[config.mk]
export PLATFORM = sky130hd
export DESIGN_NAME = turbo_enc_8bit_flat
export DESIGN_NICKNAME = d
export VERILOG_FILES = /design/src/rtl/turbo_enc_8bit_if.sv /design/src/rtl/turbo_enc_8bit.sv /design/src/flat_wrapper.sv
export SDC_FILE = /design/constraint.sdc
export NUM_CORES = 1
export LEC_CHECK = 0
export CAP_MARGIN = 15
export CORE_MARGIN = 2
export CORE_UTILIZATION = 35
export DETAILED_ROUTE_END_ITERATION = 8
export GPL_ROUTABILITY_DRIVEN = 0
export PLACE_DENSITY_LB_ADDON = 0.12
export RECOVER_POWER = 50
export SETUP_SLACK_MARGIN = 0.2
export SYNTH_ARGS = -nofsm -noshare
export SYNTH_HDL_FRONTEND = slang
export SYNTH_SLANG_ARGS = --single-unit
[constraint.sdc]
create_clock -name clk -period 5.65 [get_ports clk]
set_clock_uncertainty 0.1 [all_clocks]
set_input_delay 0.8475 -clock clk [delete_from_list [all_inputs] [get_ports clk]]
set_output_delay 0.8475 -clock clk [all_outputs]
set_load 0.05 [all_outputs]
[src/rtl/turbo_enc_8bit_if.sv]
// turbo_enc_8bit_if: pin bundle of the byte-wide turbo encoder tile.
interface turbo_enc_8bit_if;
    logic [7:0] ui_in;
    logic [7:0] uio_in;
    logic [7:0] uo_out;
    modport master (output ui_in, output uio_in, input uo_out);
    modport slave (input ui_in, input uio_in, output uo_out);
endinterface

[src/rtl/turbo_enc_8bit.sv]
// turbo_enc_8bit: two trellis-terminated 8-state RSC encoders (natural and interleaved order)
// over one 8-bit block per start strobe, streaming x/z/z'/x' one step per clock.
module turbo_enc_8bit (
    input logic clk,
    input logic rst,
    turbo_enc_8bit_if.slave bus
);
    localparam logic [1:0] IDLE = 2'd0;
    localparam logic [1:0] DATA = 2'd1;
    localparam logic [1:0] TAIL = 2'd2;
    logic [1:0] state_q, state_d;
    logic [2:0] cnt_q, cnt_d;
    logic [7:0] data_q, data_d;
    logic [2:0] e1_q, e1_d, e2_q, e2_d;
    logic pend_q, pend_d;
    logic [7:0] uo_q, uo_d;
    logic [2:0] pi;
    logic run, u1, u2, f1, f2, p1, p2;
    logic unused_ok;
    assign unused_ok = &{1'b0, bus.uio_in[7:1]};
    assign bus.uo_out = uo_q;
    // Encoder state vectors are {s3, s2, s1}; in TAIL u = s2^s3 forces the feedback to 0.
    always_comb begin
        pi = cnt_q * 3'd5 + 3'd3;
        run = state_q == DATA || state_q == TAIL;
        u1 = state_q == DATA ? data_q[cnt_q] : e1_q[1] ^ e1_q[2];
        u2 = state_q == DATA ? data_q[pi] : e2_q[1] ^ e2_q[2];
        f1 = u1 ^ e1_q[1] ^ e1_q[2];
        f2 = u2 ^ e2_q[1] ^ e2_q[2];
        p1 = f1 ^ e1_q[0] ^ e1_q[2];
        p2 = f2 ^ e2_q[0] ^ e2_q[2];
        state_d = state_q;
        cnt_d = cnt_q;
        data_d = data_q;
        e1_d = e1_q;
        e2_d = e2_q;
        pend_d = 1'b0;
        uo_d = 8'h00;
        if (run) begin
            e1_d = {e1_q[1:0], f1};
            e2_d = {e2_q[1:0], f2};
            cnt_d = cnt_q + 3'd1;
            uo_d = {1'b0, u2, 1'b0, 2'b11, p2, p1, u1};
            if (state_q == DATA && cnt_q == 3'd7) begin
                state_d = TAIL;
                cnt_d = 3'd0;
            end
            if (state_q == TAIL && cnt_q == 3'd2) begin
                state_d = IDLE;
                cnt_d = 3'd0;
                pend_d = 1'b1;
            end
        end else begin
            // Done follows the last tail step by one cycle and may coincide with a new load.
            uo_d[5] = pend_q;
            if (bus.uio_in[0]) begin
                data_d = bus.ui_in;
                e1_d = 3'd0;
                e2_d = 3'd0;
                cnt_d = 3'd0;
                state_d = DATA;
                uo_d[4] = 1'b1;
            end
        end
    end
    always_ff @(posedge clk) begin
        if (rst) begin
            state_q <= IDLE;
            cnt_q <= 3'd0;
            data_q <= 8'h00;
            e1_q <= 3'd0;
            e2_q <= 3'd0;
            pend_q <= 1'b0;
            uo_q <= 8'h00;
        end else begin
            state_q <= state_d;
            cnt_q <= cnt_d;
            data_q <= data_d;
            e1_q <= e1_d;
            e2_q <= e2_d;
            pend_q <= pend_d;
            uo_q <= uo_d;
        end
    end
endmodule

[src/flat_wrapper.sv]
// flat-port wrapper written by rule: the top's interface ports become plain ports
module turbo_enc_8bit_flat 
  (clk, rst, bus_ui_in, bus_uio_in, bus_uo_out);
  turbo_enc_8bit_if bus_i ();
  input logic clk;
  input logic rst;
  input wire logic [$bits(bus_i.ui_in)-1:0] bus_ui_in;
  input wire logic [$bits(bus_i.uio_in)-1:0] bus_uio_in;
  output wire logic [$bits(bus_i.uo_out)-1:0] bus_uo_out;
  assign bus_i.ui_in = bus_ui_in;
  assign bus_i.uio_in = bus_uio_in;
  assign bus_uo_out = bus_i.uo_out;
  turbo_enc_8bit u_core (.clk(clk), .rst(rst), .bus(bus_i));
endmodule
==> results of run 1 <==
-- placed cells by master (no fill, tap or decap), types with 2 or more instances in the layout --
cell,n
nor3_1,2
mux4_1,4
a32o_1,2
nor2_1,11
nor2b_1,4
dlygate4sd3_1,2
xnor2_1,5
a31oi_1,3
clkinv_1,2
dfxtp_1,27
clkbuf_8,3
o2111a_1,2
or4_1,2
xor2_1,2
o21ai_0,2
a21oi_1,15
a211oi_1,2
nand3_1,14
inv_1,4
nand2b_1,4
nand2_1,12
nor4b_1,4
nand4_1,2
clkdlybuf4s50_1,15
ha_1,6
-- routing by layer --
layer  GRT usage  vias to the layer above
met4      0.0561                        0
met1       0.190                      537
met3      0.0253                        6
met2       0.238                       21
li1            -                      564
met5           0                        -
-- layout make-up --
| type | count | area, µm² |
|---|---|---|
| repair buffers | 18 | 178 |
| clock inverters | 1 | 5.00 |
| inverters | 6 | 22.5 |
| well taps | 48 | 60.1 |
| clock buffers | 3 | 41.3 |
| flip-flops and latches | 27 | 541 |
| multi-input cells | 108 | 776 |
| fillers | 378 | 2120 |
-- worst paths after layout --
path | startpoint | endpoint | slack (ns) | cells after the start
max reg2reg | u_core.cnt_q[0] | u_core.bus.uo_out[2] | 2.77 | 6
max | rst | u_core.bus.uo_out[2] | 2.43 | 6
min reg2reg | u_core.pend_q | u_core.bus.uo_out[5] | 0.37 | 1
min | u_core.pend_q | u_core.bus.uo_out[5] | 0.37 | 1
-- sequential cells by signal (all words and copies together) (netlist names) --
| register | cells |
|---|---|
| u_core.data_q | 8 |
| u_core.bus.uo_out | 7 |
| u_core.cnt_q | 3 |
| u_core.e1_q | 3 |
| u_core.e2_q | 3 |
| u_core.state_q | 2 |
| u_core.pend_q | 1 |
-- power groups by stage --
stage          sequential, mW  clock (mW)  combinational (mW)
2_1_floorplan           0.229           0               0.106
3_3_place_gp            0.222           0               0.141
3_5_place_dp            0.223           0               0.142
4_1_cts                 0.219       0.116               0.143
5_1_grt                 0.222       0.126               0.157
6_report                0.219       0.111               0.143
-- per-stage QoR --
stage / instances / total power [mW] / instance area [µm²]
after global placement: 207 / 0.362 / 1580
after detailed placement: 207 / 0.366 / 1580
after floorplan: 152 / 0.334 / 1390
final: 211 / 0.473 / 1620
after global routing: 211 / 0.505 / 1620
after CTS: 211 / 0.478 / 1620
-- cell families after synthesis --
logic type      after synthesis  share of synthesized area
simple gates                 59                      0.222
compound gates               28                      0.128
flops                        27                      0.388
buf+inv                      17                     0.0548
xor+xnor                      7                     0.0440
mux                           7                      0.107
fa+ha+maj                     6                     0.0539
other cells                   1                    0.00269
==> results.cfg, run 1 <==
[power]
sequentialPowerShare = 0.462
clkPwrFrac = 0.235
internal_power_mw = 0.314
leakage_nw = 0.624
power.density_nw_per_um2 = 291
power.share.switching = 0.336
pwr-share-comb = 0.302
netSwitchingPower_mw = 0.159
ir_drop_uv = 132

[worst_setup_path]
arrival_ns = 3.28
worst-path-max-fanout = 21
crit_chain = dlygate4sd3_1 -> or2_2 -> clkinv_1 -> nand4_1 -> a21oi_1 -> or4_1
critPathLaunchType = primary input
path_buf_inv = 2
crit_type = in -> reg
crit_required_ns = 5.70
slowest_delay_ns = 1.04
end_kind = register
critical-path-slowest-cell = dlygate4sd3_1
cp_top_family = buffers and inverters

[floorplanning]
start_util = 0.372
pin_count = 26
dieWidth_um = 67.1
rows = 22
die_h_um = 67.1
coreArea_um2 = 3740
dieArea_um2 = 4500

[place]
dp_worst_setup_slack_ns = 2.23
port_buffers = 17
dp_hpwl_um = 1960

[synth]
syn_area_per_cell_um2 = 9.16
yosysMostFrequentCell = dfxtp_1
synth_edf_count = 0
synth_area_um2 = 1390
synth_ff_type = dfxtp_1
synthArstFlopShare = 0
synthTopCellsByArea = dfxtp_1, mux4_1, a21oi_1, ha_1, nand3_1
syn_nets = 176
ys_seq_elements = 27
synth_largest_area_cell = dfxtp_1
synth-seq-area-share = 0.388
yosysWarnings = 0
synthTopCellsByCount = dfxtp_1, a21oi_1, nand3_1
synth.distinct_cells = 36
synth.top_cell.area_share = 0.388
postSynthCellCount = 152

[global_routing]
gr-total-overflow = 0
grt_first_pass_wirelength_um = 4970
antenna_found_initial = 0
first_global_vias = 1047
grt.total_usage = 0.146
grt_max_degree = 29

[drt]
drtAntennaViolNets = 0
drtPass1Iterations = 4
wl_per_cell_um = 13.2
top_layer = met4
wl_met1_um = 1410
wl_met2_um = 1210
drc = 0
vias_per_cell = 5.35
route.met3.wl_um = 102
drt_iter0_drc = 25
wirelength_um = 2780
vias = 1128

[cts]
cts-resized-gates = 0
post-cts-setup-buffers = 0
ctsHoldBuffers = 0
clock-sinks = 27
cts.htree.levels = 1
path_clk_slew_ns = 0.09
clk_path_buf_depth = 2
clk_latency_ns = 0.27
numCtsBuffers = 3
clockRootBuffer = clkbuf_8
cts_tree = done

[sta]
hold_ws_ns = 0.375
finalCritPeriodShare = 0.571
rsz0062_at_grt = no
fmaxAchievable_ghz = 0.310
post-route-min-period_ns = 3.22
tightest_slew_ns = 0.768
fin_setup_tns_ns = 0
final.setup.worst_slack_ns = 2.43
setup_viol = 0
slew_violations = 0
slew_headroom = 0.486
hold_violations = 0

[final_layout]
final_nets = 188
drive_above_1_share = 0.0552
area_growth_pct = 16.5
finish.utilization = 0.433
n_antenna_cell = 0

[job]
cap_violations = 0

[worst_hold_path]
worstHoldPathType = reg -> reg

[outcome]
status = finished clean
(Power assumes the default switching activity.)
==> run 2, diff against run 1 <==
- clock period: 5.65 -> 2.8 ns (I/O delays scaled with it)
==> results.cfg, run 2 (synthesis results as in run 1) <==
[sta]
slew_violations = 0
tightest_slew_ns = 0.597
slew_headroom = 0.602
post-route-min-period_ns = 2.53
setup_viol = 0
rsz0062_at_grt = no
hold_violations = 0
fmaxAchievable_ghz = 0.395
finalCritPeriodShare = 0.905
fin_setup_tns_ns = 0

[drt]
vias_per_cell = 5.19
vias = 1115
wirelength_um = 2800
drt_iter0_drc = 46
wl_per_cell_um = 13.0
drc = 0
drtPass1Iterations = 4
drtAntennaViolNets = 0

[final_layout]
drive_above_1_share = 0.0599
stdcell_count = 215
finish.utilization = 0.440
largest_reg_flops = 8
final_cell_mix = dfxtp_1, clkdlybuf4s50_1, a21oi_1, nand3_1, nand2_1
regMostFlops = u_core.data_q
area_growth_pct = 18.3
n_antenna_cell = 0
final_nets = 192
mostFrequentLayoutCell = dfxtp_1

[power]
leakage_nw = 0.635
power.share.switching = 0.334
netSwitchingPower_mw = 0.324
internal_power_mw = 0.646
clkPwrFrac = 0.233
power.density_nw_per_um2 = 589
sequentialPowerShare = 0.446
pwr-share-comb = 0.321
ir_drop_uv = 187

[place]
dp_cells = 211
port_buffers = 17
dp_hpwl_um = 1920

[worst_hold_path]
worstHoldPathType = reg -> reg

[worst_setup_path]
critPathLaunchType = register
crit_type = reg -> reg
worst-path-max-fanout = 9
end_kind = register
arrival_ns = 2.59
crit_required_ns = 2.85

[cts]
clk_path_buf_depth = 2
post-cts-setup-buffers = 0
numCtsBuffers = 3
cts_tree = done
clockRootBuffer = clkbuf_8
path_clk_slew_ns = 0.09
clock-sinks = 27
ctsHoldBuffers = 0
clk_latency_ns = 0.28
cts-resized-gates = 0
cts.htree.levels = 1

[job]
cap_violations = 0

[floorplanning]
dieArea_um2 = 4500
rows = 22
dieWidth_um = 67.1
start_util = 0.372
pin_count = 26
die_h_um = 67.1
coreArea_um2 = 3740

[global_routing]
grt.total_usage = 0.140
gr-total-overflow = 0
antenna_found_initial = 0
first_global_vias = 1034
grt_first_pass_wirelength_um = 4680
grt_max_degree = 29

[outcome]
status = finished clean
[run 2: power by group through the flow]
stage | Combinational [mW] | Clock, mW | Sequential (mW)
after global routing | 0.341 | 0.248 | 0.437
after floorplan | 0.213 | 0 | 0.461
after detailed placement | 0.314 | 0 | 0.441
final | 0.311 | 0.226 | 0.432
after CTS | 0.316 | 0.235 | 0.432
after global placement | 0.307 | 0 | 0.439
[run 2: stage by stage]
stage / setup WS [ns] / hold WS, ns / cell area, µm² / power [mW]
detailed placement: 0.344 / 0.358 / 1610 / 0.756
finish: 0.267 / 0.368 / 1650 / 0.970
global route: 0.134 / 0.403 / 1650 / 1.03
floorplan: 0.359 / 0.340 / 1390 / 0.674
CTS: 0.322 / 0.373 / 1650 / 0.984
global placement: 0.401 / 0.348 / 1610 / 0.746
[run 2: worst paths after layout]
kind / endpoint / from / slack, ns / cells past startpoint
worst min-delay path: u_core.data_q[2] / u_core.data_q[2] / 0.37 / 2
worst min register to register: u_core.data_q[2] / u_core.data_q[2] / 0.37 / 2
worst max register to register: u_core.bus.uo_out[1] / u_core.state_q[0] / 0.27 / 7
worst max-delay path: u_core.bus.uo_out[1] / u_core.state_q[0] / 0.27 / 7
[run 2: final cells by class]
type                    count  area, µm²
inverters                   6       22.5
clock buffers               4       45.0
flip-flops and latches     27        541
repair buffers             22        204
fillers                   387       2100
well taps                  48       60.1
multi-input cells         108        776
[run 2: metal layers]
metal  track usage  wire length (µm)
met1         0.183              1380
met2         0.225              1270
met3        0.0203                94
met4        0.0689                56
met5             0                 0
[run 2: worst max-delay path, cell delays in order, from the launching register on]
cell and delay, ns:
dfxtp_1 0.35, inv_1 0.06, ha_1 0.28, or2_0 0.41
clkinv_1 0.39, nand4_1 0.21, a21oi_2 0.07, or4_1 0.52
==> run 3, diff against run 2 <==
- PLACE_DENSITY: unset -> 0.6
- PLACE_DENSITY_LB_ADDON: 0.12 -> unset
==> results.cfg, run 3 (synthesis results as in run 1) <==
[worst_setup_path]
worst-path-max-fanout = 9
cp_top_family = simple AND/OR/NAND/NOR gates
path_buf_inv = 2
r2r_slack_ns = 0.29
critical-path-slowest-cell = or4_1
arrival_ns = 2.55
slowest_delay_ns = 0.54
crit_required_ns = 2.84
crit_type = reg -> reg
end_kind = register
critPathLaunchType = register
crit_chain = inv_1 -> ha_1 -> or2_0 -> clkinv_1 -> nand4_1 -> a21oi_1 -> or4_1

[global_routing]
grt.total_usage = 0.136
grtUsageMet2 = 0.246
antenna_found_initial = 0
gr-total-overflow = 0
grt_max_degree = 29
first_global_vias = 1067
met3_usage = 0.0253
busiest_layer = met2
grt_first_pass_wirelength_um = 4680
gr-usage-met1 = 0.164

[floorplanning]
coreArea_um2 = 3740
start_util = 0.372
dieWidth_um = 67.1
dieArea_um2 = 4500
die_h_um = 67.1
pin_count = 26
rows = 22

[sta]
final.setup.worst_slack_ns = 0.293
fmaxAchievable_ghz = 0.399
post-route-min-period_ns = 2.51
finalCritPeriodShare = 0.895
hold_violations = 0
slew_headroom = 0.622
slew_violations = 0
setup_viol = 0
rsz0062_at_grt = no
fin_setup_tns_ns = 0
tightest_slew_ns = 0.566

[final_layout]
mostFrequentLayoutCell = dfxtp_1
area_growth_pct = 18.6
final_cell_mix = dfxtp_1, clkdlybuf4s50_1, a21oi_1, nand3_1, nand2_1
drive_above_1_share = 0.0659
largest_reg_flops = 8
n_antenna_cell = 0
regMostFlops = u_core.data_q
design_area_um2 = 1650
final_nets = 192

[drt]
drc = 0
vias = 1152
wirelength_um = 2730
vias_per_cell = 5.36
drt_iter0_drc = 78
drtPass1Iterations = 4
drtAntennaViolNets = 0
wl_per_cell_um = 12.7

[outcome]
status = finished clean

[power]
ir_drop_uv = 213
leakage_nw = 0.633
power.density_nw_per_um2 = 582

[worst_hold_path]
worstHoldPathType = reg -> reg

[job]
cap_violations = 0

[cts]
cts_tree = done
cts.htree.levels = 1
clockRootBuffer = clkbuf_8
path_clk_slew_ns = 0.09
numCtsBuffers = 3
clk_path_buf_depth = 2
post-cts-setup-buffers = 0
clock-sinks = 27
ctsHoldBuffers = 0
clk_latency_ns = 0.27

[place]
dp_hpwl_um = 1960
dp_worst_setup_slack_ns = 0.322
placed_area_um2 = 1610
port_buffers = 17
## run 3: metrics by stage
step / total power [mW] / hold WS [ns] / cells / utilization
2_1_floorplan: 0.674 / 0.340 / 152 / -
3_3_place_gp: 0.736 / 0.351 / 211 / 0.429
3_5_place_dp: 0.745 / 0.352 / 211 / 0.429
4_1_cts: 0.966 / 0.372 / 215 / 0.441
5_1_grt: 1.02 / 0.385 / 215 / 0.441
6_report: 0.961 / 0.373 / 215 / 0.441
## run 3: layout make-up
| type | instances | area, µm² |
|---|---|---|
| Clock buffer | 4 | 45.0 |
| Sequential cell | 27 | 541 |
| Inverter | 6 | 22.5 |
| Timing Repair Buffer | 22 | 204 |
| Tap cell | 48 | 60.1 |
| Multi-Input combinational cell | 108 | 779 |
| Fill cell | 377 | 2090 |
## run 3: power by group
| group | internal [mW] | switching, mW | leakage (nW) |
|---|---|---|---|
| Sequential | 0.413 | 0.0161 | 0.220 |
| Combinational | 0.130 | 0.181 | 0.390 |
| Clock | 0.102 | 0.118 | 0.0228 |
| Total | 0.645 | 0.316 | 0.633 |
## run 3: path summary, 6_finish.rpt
path                                        start                    to  cells past startpoint
worst max-delay path            u_core.state_q[0]  u_core.bus.uo_out[2]                      7
worst min-delay path             u_core.data_q[5]      u_core.data_q[5]                      2
worst max register to register  u_core.state_q[0]  u_core.bus.uo_out[2]                      7
worst min register to register   u_core.data_q[5]      u_core.data_q[5]                      2
## run 3: repair_timing
item,in CTS,in global routing
hold endpoints to repair,0,0
gates resized for setup,0,1
endpoints found under the setup margin,0,1
## run 3: tightest hold or removal path, delay by kind of cell (launching register included)
family           cells  cell delay [ns]
AO/OA/AOI/OAI        1             0.05
flip-flops           1             0.33
AND/OR/NAND/NOR      1             0.05
## run 3: routing by layer
metal | wire (µm) | vias to the layer above
met1 | 1190 | 547
met2 | 1380 | 34
met5 | 0 | -
met4 | 13 | 0
met3 | 138 | 2
li1 | - | 569
